`src/rtl/dmem_arbiter.sv`:
```
// ---------------------------------------------------------------------------
// dmem_arbiter
//
// Shares a single-port data memory between the core load/store port (C) and
// a debug/DMA port (D). Round-robin arbitration, one access in flight at a
// time, fixed-latency read pipeline of MEM_LAT cycles.
//
// Ports
//   clk, reset                 clock, synchronous active-high reset
//   c_req/c_wr/c_addr/c_wdata  core request (held until c_gnt)
//   c_gnt                      one-cycle pulse: core access issued
//   c_rvalid/c_rdata           one-cycle read-data valid pulse / read data
//   d_*                        same set for the debug/DMA port
//   m_rd/m_wr                  memory read / write strobes
//   m_addr/m_wdata             memory address / write data
//   m_rdata                    memory read data, valid MEM_LAT cycles after m_rd
//   busy                       high whenever the FSM is not in IDLE
//
// Handshake: a requester raises req with wr/addr/wdata and holds all of them
// stable until it sees its gnt pulse; req is only sampled while the FSM sits
// in IDLE. A read returns one rvalid pulse with rdata, exactly MEM_LAT+1
// cycles after its gnt. Writes produce no rvalid.
//
// All outputs are registered: the output-decode process computes the value
// each output register takes at the next edge, so an output asserted "in
// state S" is decoded while the FSM is making the transition into S.
// ---------------------------------------------------------------------------
module dmem_arbiter #(
    parameter int DATA_W  = 32,
    parameter int ADDR_W  = 9,
    parameter int MEM_LAT = 1
) (
    input  logic              clk,
    input  logic              reset,

    input  logic              c_req,
    input  logic              c_wr,
    input  logic [ADDR_W-1:0] c_addr,
    input  logic [DATA_W-1:0] c_wdata,
    output logic              c_gnt,
    output logic              c_rvalid,
    output logic [DATA_W-1:0] c_rdata,

    input  logic              d_req,
    input  logic              d_wr,
    input  logic [ADDR_W-1:0] d_addr,
    input  logic [DATA_W-1:0] d_wdata,
    output logic              d_gnt,
    output logic              d_rvalid,
    output logic [DATA_W-1:0] d_rdata,

    output logic              m_rd,
    output logic              m_wr,
    output logic [ADDR_W-1:0] m_addr,
    output logic [DATA_W-1:0] m_wdata,
    input  logic [DATA_W-1:0] m_rdata,

    output logic              busy
);

    typedef enum logic [1:0] {
        IDLE  = 2'd0,
        ISSUE = 2'd1,
        WAIT  = 2'd2,
        RESP  = 2'd3
    } state_t;

    localparam logic [2:0] LAT_INIT = 3'(MEM_LAT);

    // FSM state is kept as a plain named signal so checkers can bind to it.
    state_t state;
    state_t state_nxt;

    logic       owner;      // 0 = C, 1 = D
    logic       own_wr;     // latched access type of the owner
    logic       last_d;     // last-grant pointer: 1 = D was granted last
    logic [2:0] cnt;        // read-latency countdown

    // Arbitration: D wins if it is the only requester, or if both request
    // and C was the last port granted.
    logic              any_req;
    logic              sel_d;
    logic              sel_wr;
    logic [ADDR_W-1:0] sel_addr;
    logic [DATA_W-1:0] sel_wdata;

    assign any_req   = c_req | d_req;
    assign sel_d     = d_req & (~c_req | ~last_d);
    assign sel_wr    = sel_d ? d_wr    : c_wr;
    assign sel_addr  = sel_d ? d_addr  : c_addr;
    assign sel_wdata = sel_d ? d_wdata : c_wdata;

    // Next values of the output registers.
    logic              c_gnt_n, d_gnt_n;
    logic              c_rvalid_n, d_rvalid_n;
    logic [DATA_W-1:0] c_rdata_n, d_rdata_n;
    logic              m_rd_n, m_wr_n;
    logic [ADDR_W-1:0] m_addr_n;
    logic [DATA_W-1:0] m_wdata_n;
    logic              busy_n;

    // ---------------- state register ----------------
    always_ff @(posedge clk) begin
        if (reset) begin
            state <= IDLE;
        end else begin
            state <= state_nxt;
        end
    end

    // ---------------- next-state logic ----------------
    always_comb begin
        state_nxt = state;
        unique case (state)
            IDLE:    if (any_req) state_nxt = ISSUE;
            ISSUE:   state_nxt = own_wr ? IDLE : WAIT;
            WAIT:    if (cnt == 3'd1) state_nxt = RESP;
            RESP:    state_nxt = IDLE;
            default: state_nxt = IDLE;
        endcase
    end

    // ---------------- output decode ----------------
    always_comb begin
        c_gnt_n    = 1'b0;
        d_gnt_n    = 1'b0;
        c_rvalid_n = 1'b0;
        d_rvalid_n = 1'b0;
        m_rd_n     = 1'b0;
        m_wr_n     = 1'b0;
        // Address/data and read-data registers hold unless reloaded.
        m_addr_n   = m_addr;
        m_wdata_n  = m_wdata;
        c_rdata_n  = c_rdata;
        d_rdata_n  = d_rdata;
        busy_n     = (state_nxt != IDLE);
        unique case (state)
            IDLE: begin
                // The m_addr/m_wdata registers double as the request latch.
                if (any_req) begin
                    c_gnt_n   = ~sel_d;
                    d_gnt_n   = sel_d;
                    m_wr_n    = sel_wr;
                    m_rd_n    = ~sel_wr;
                    m_addr_n  = sel_addr;
                    m_wdata_n = sel_wdata;
                end
            end
            WAIT: begin
                // Last WAIT cycle: m_rdata is valid now; capture it for the
                // owner and raise its rvalid for the RESP cycle.
                if (cnt == 3'd1) begin
                    if (owner) begin
                        d_rdata_n  = m_rdata;
                        d_rvalid_n = 1'b1;
                    end else begin
                        c_rdata_n  = m_rdata;
                        c_rvalid_n = 1'b1;
                    end
                end
            end
            default: ;
        endcase
    end

    // ---------------- output registers ----------------
    always_ff @(posedge clk) begin
        if (reset) begin
            c_gnt    <= 1'b0;
            d_gnt    <= 1'b0;
            c_rvalid <= 1'b0;
            d_rvalid <= 1'b0;
            c_rdata  <= '0;
            d_rdata  <= '0;
            m_rd     <= 1'b0;
            m_wr     <= 1'b0;
            m_addr   <= '0;
            m_wdata  <= '0;
            busy     <= 1'b0;
        end else begin
            c_gnt    <= c_gnt_n;
            d_gnt    <= d_gnt_n;
            c_rvalid <= c_rvalid_n;
            d_rvalid <= d_rvalid_n;
            c_rdata  <= c_rdata_n;
            d_rdata  <= d_rdata_n;
            m_rd     <= m_rd_n;
            m_wr     <= m_wr_n;
            m_addr   <= m_addr_n;
            m_wdata  <= m_wdata_n;
            busy     <= busy_n;
        end
    end

    // ---------------- owner, pointer and latency counter ----------------
    always_ff @(posedge clk) begin
        if (reset) begin
            owner  <= 1'b0;
            own_wr <= 1'b0;
            last_d <= 1'b1;     // C wins the first tie after reset
            cnt    <= 3'd0;
        end else begin
            unique case (state)
                IDLE: begin
                    if (any_req) begin
                        owner  <= sel_d;
                        own_wr <= sel_wr;
                    end
                end
                ISSUE: begin
                    last_d <= owner;
                    if (!own_wr) cnt <= LAT_INIT;
                end
                WAIT:    cnt <= cnt - 3'd1;
                default: ;
            endcase
        end
    end

endmodule

```
`config.mk`:
```
export PLATFORM = sky130hd
export DESIGN_NAME = dmem_arbiter
export DESIGN_NICKNAME = d
export VERILOG_FILES = /design/src/rtl/dmem_arbiter.sv
export SDC_FILE = /design/constraint.sdc
export NUM_CORES = 1
export LEC_CHECK = 0
export CAP_MARGIN = 25
export CORE_ASPECT_RATIO = 1.5
export CORE_UTILIZATION = 38
export DETAILED_ROUTE_END_ITERATION = 10
export PLACE_DENSITY_LB_ADDON = 0.15
export SKIP_CTS_REPAIR_TIMING = 1
export SYNTH_ARGS = -nofsm -noshare
export SYNTH_HDL_FRONTEND = slang
export SYNTH_SLANG_ARGS = --single-unit
```
`constraint.sdc`:
```
create_clock -name clk -period 1.8 [get_ports clk]
set_input_delay 0.45 -clock clk [delete_from_list [all_inputs] [get_ports clk]]
set_output_delay 0.45 -clock clk [all_outputs]
set_load 0.01 [all_outputs]
```
==> flow_summary_export.csv <==
group,metric,value,unit
outcome,status,"finished clean",
synth,synthTopCellsByCount,"dfxtp_1, nand2_1, a21oi_1, nor3_1, clkbuf_1",
routing,postRouteAntennaNets,0,
pwr,total_power,7.56,mW
timing,worst_slew_pin_slew,0.422,ns
synth,synth-compound-area-share,27.0,%
critical_path,slowest_stage,"clkdlybuf4s50_1",
critical_path,timing.rr.start,"cnt[1]",
clock_tree,cts.clk_slew.worst_paths,0.05,ns
finish,nFillCells,1064,
grt,grt_max_degree,60,
synth,synth_seq_cells,120,
routing,vias,5149,
critical_path,crit_chain,"clkdlybuf4s50_1",
pwr,leakagePower,3.17,nW
synth,synth_edf_count,0,
floorplanning,die_w,95,microns
synth,syn-num-nets,673,
routing,drt-wirelength-per-cell,17.2,microns
synth,yosys.area_share.simple,16.8,%
synth,synthAdderAreaFrac,0.508,%
clock_tree,clockBufferDepth,2,
critical_path,r2r-end,"d_rdata[0]",
critical_path,worstSetupPathType,"flip-flop to output port",
critical_path,cp_top_family,"buffers and inverters",
timing,min_period,1.77,ns
flow_run,max_cap_viol_count,0,
clock_tree,cts_buffers,17,
floorplanning,initial_core_util,39.2,%
routing,drcViolationCount,0,
worst_hold_path,worstHoldEndpoint,"d_rdata[4]",
grt,overflow,0,
finish,nets,886,
timing,hold_violations,0,
timing,finalCritPeriodShare,98.4,%
grt,antenna_found_initial,1,
grt,grt_pass1_wl,24.9,mm
floorplanning,die-area,13400,sq um
clock_tree,htree_num_levels,4,
worst_hold_path,hp-class,"flip-flop to flip-flop",
timing,whs,0.474,ns
routing,wirelength,16.1,mm
timing,fmax,564,MHz
placed_design,finalWeightedCongestion,0.778,
critical_path,cp_max_fo,2,
critical_path,reg2reg_slack,0.20,ns
critical_path,start_kind,"flip-flop",
synth,yosysTopAreaCell,"dfxtp_1",
clock_tree,worstSkewPairLatency,0.41,ns
timing,setup_violations,0,
finish,area_growth,63.2,%
finish,diodes,0,
timing,fin_worst_skew,0.0102,ns
grt,grt_pass1_vias,5011,
placed_design,place.port_buffers,231,
synth,syn_inst,551,
pwr,powerDensity,940,nW/um^2
clock_tree,cts_tree,"built",
synth,async_flop_share,0,%
timing,max_slew_margin,71.1,%
worst_hold_path,hp-start,"d_rdata[4]",
synth,syn_area_per_cell,8.95,sq um
worst_hold_path,hold_depth,1,
critical_path,cp.arrival,1.32,ns
floorplanning,boundaryPins,232,
critical_path,worst-path-buf-inv,1,
placed_design,dp_hpwl,11.1,mm
grt,gr-usage-all-layers,23.9,%
timing,slew_viol_final,0,
synth,yosysSeqAreaShare,48.7,%
synth,yosys-mux-area-fraction,0.203,%
floorplanning,fp-row-count,50,
routing,via_per_inst,5.52,
synth,yosysWarningCount,0,
synth,syn-cell-area,4930,sq um
synth,synth_xor_area_share,0.178,%
finish,drive_above_1_share,11.8,%
critical_path,slowest_delay,0.58,ns
synth,yosysMostFrequentCell,"dfxtp_1",
critical_path,cp-end-kind,"output port",
routing,drt_first_pass_iters,6,
synth,synth_area_leaders,"dfxtp_1, a311oi_1, nand2_1",
finish,fin_util,64.0,%
synth,ys.flop_type,"dfxtp_1",
synth,yosysTopAreaCellShare,48.7,%
critical_path,worst_r2r_path_depth,6,
pwr,ir_worst_vdd,0.628,mV
routing,first_iter_violations,175,
floorplanning,die_y,141,microns
critical_path,cp.required,1.35,ns
clock_tree,clock-root-buffer,"clkbuf_16",
clock_tree,cts_sinks,120,
synth,synthDistinctLibCells,38,
synth,synth_top_family_by_area,"compound AO/OA/AOI/OAI gates",
floorplanning,core,12600,sq um
==> sequential cells by signal, summed over array words and instances (netlist names), 2 cells and up <==
signal   cells
state        2
d_rdata     32
cnt          3
c_rdata     32
m_addr       9
m_wdata     32
==> worst max-delay path by stage <==
stage | start | end | slack, ns | cells after the start
floorplan | cnt[1] | d_rdata[1] | 0.31 | 8
global placement | c_req | m_wdata[3] | -0.07 | 6
detailed placement | c_req | m_addr[4] | -0.17 | 6
CTS | m_wdata[23] | m_wdata[23] | -0.008 | 1
global route | d_rdata[29] | d_rdata[29] | -0.002 | 1
finish | d_rdata[29] | d_rdata[29] | 0.03 | 1
==> layout by cell type (no fill, tap or decap), types with 3 or more instances in the layout <==
cell | Yosys | final
buf_12 | 0 | 9
a311oi_2 | 3 | 3
clkbuf_16 | 0 | 17
nand2b_1 | 30 | 30
a31o_1 | 15 | 15
inv_1 | 4 | 4
a31o_2 | 26 | 26
nor2_1 | 3 | 3
o21ai_0 | 23 | 23
buf_4 | 0 | 15
a21oi_1 | 47 | 47
clkdlybuf4s50_1 | 0 | 213
o211ai_1 | 23 | 23
dfxtp_1 | 120 | 120
nor3_1 | 47 | 47
a311oi_1 | 38 | 38
nand2_1 | 86 | 86
clkinvlp_4 | 0 | 9
dlymetal6s2s_1 | 0 | 17
==> logic make-up after synthesis <==
kind of cell    count (synthesis)
simple gates                  176
buf+inv                        67
fa+ha+maj                       2
compound gates                184
xor+xnor                        1
flops                         120
mux                             1
==> metrics by stage <==
| stage | worst slack, ns | TNS, ns | std cells | cell area [sq um] |
|---|---|---|---|---|
| 5_1_grt | -0.00158 | -0.00158 | 933 | 8050 |
| 2_1_floorplan | 0.313 | 0 | 551 | 4930 |
| 3_5_place_dp | -0.174 | -5.10 | 901 | 7450 |
| 4_1_cts | -0.00792 | -0.00792 | 933 | 8000 |
| 6_report | 0.0280 | 0 | 933 | 8050 |
| 3_3_place_gp | -0.0680 | -2.12 | 901 | 7450 |
==> layer usage <==
| metal | routed length (microns) | vias up | global-route usage [%] |
|---|---|---|---|
| met1 | 6160 | 2423 | 26.2 |
| li1 | - | 2435 | - |
| met3 | 1170 | 43 | 6.48 |
| met2 | 8200 | 246 | 41.6 |
| met4 | 529 | 2 | 12.1 |
| met5 | 13 | - | 0 |
==> layout make-up <==
type	count	area, sq um	area share [%]
clock buffers	19	453	5.63
clock inverters	13	98.8	1.23
inverters	6	22.5	0.280
multi-input cells	364	2230	27.7
flip-flops and latches	120	2400	29.9
well taps	156	195	2.43
repair buffers	255	2640	32.8
==> report_power, final <==
group          internal [mW]  switching (mW)  leakage [nW]
Combinational          0.799           0.713          1.95
Sequential              2.85           0.109         0.979
Clock                   1.83            1.26         0.242
Total                   5.48            2.08          3.17
Note: power is estimated with default switching activity, not from simulation.
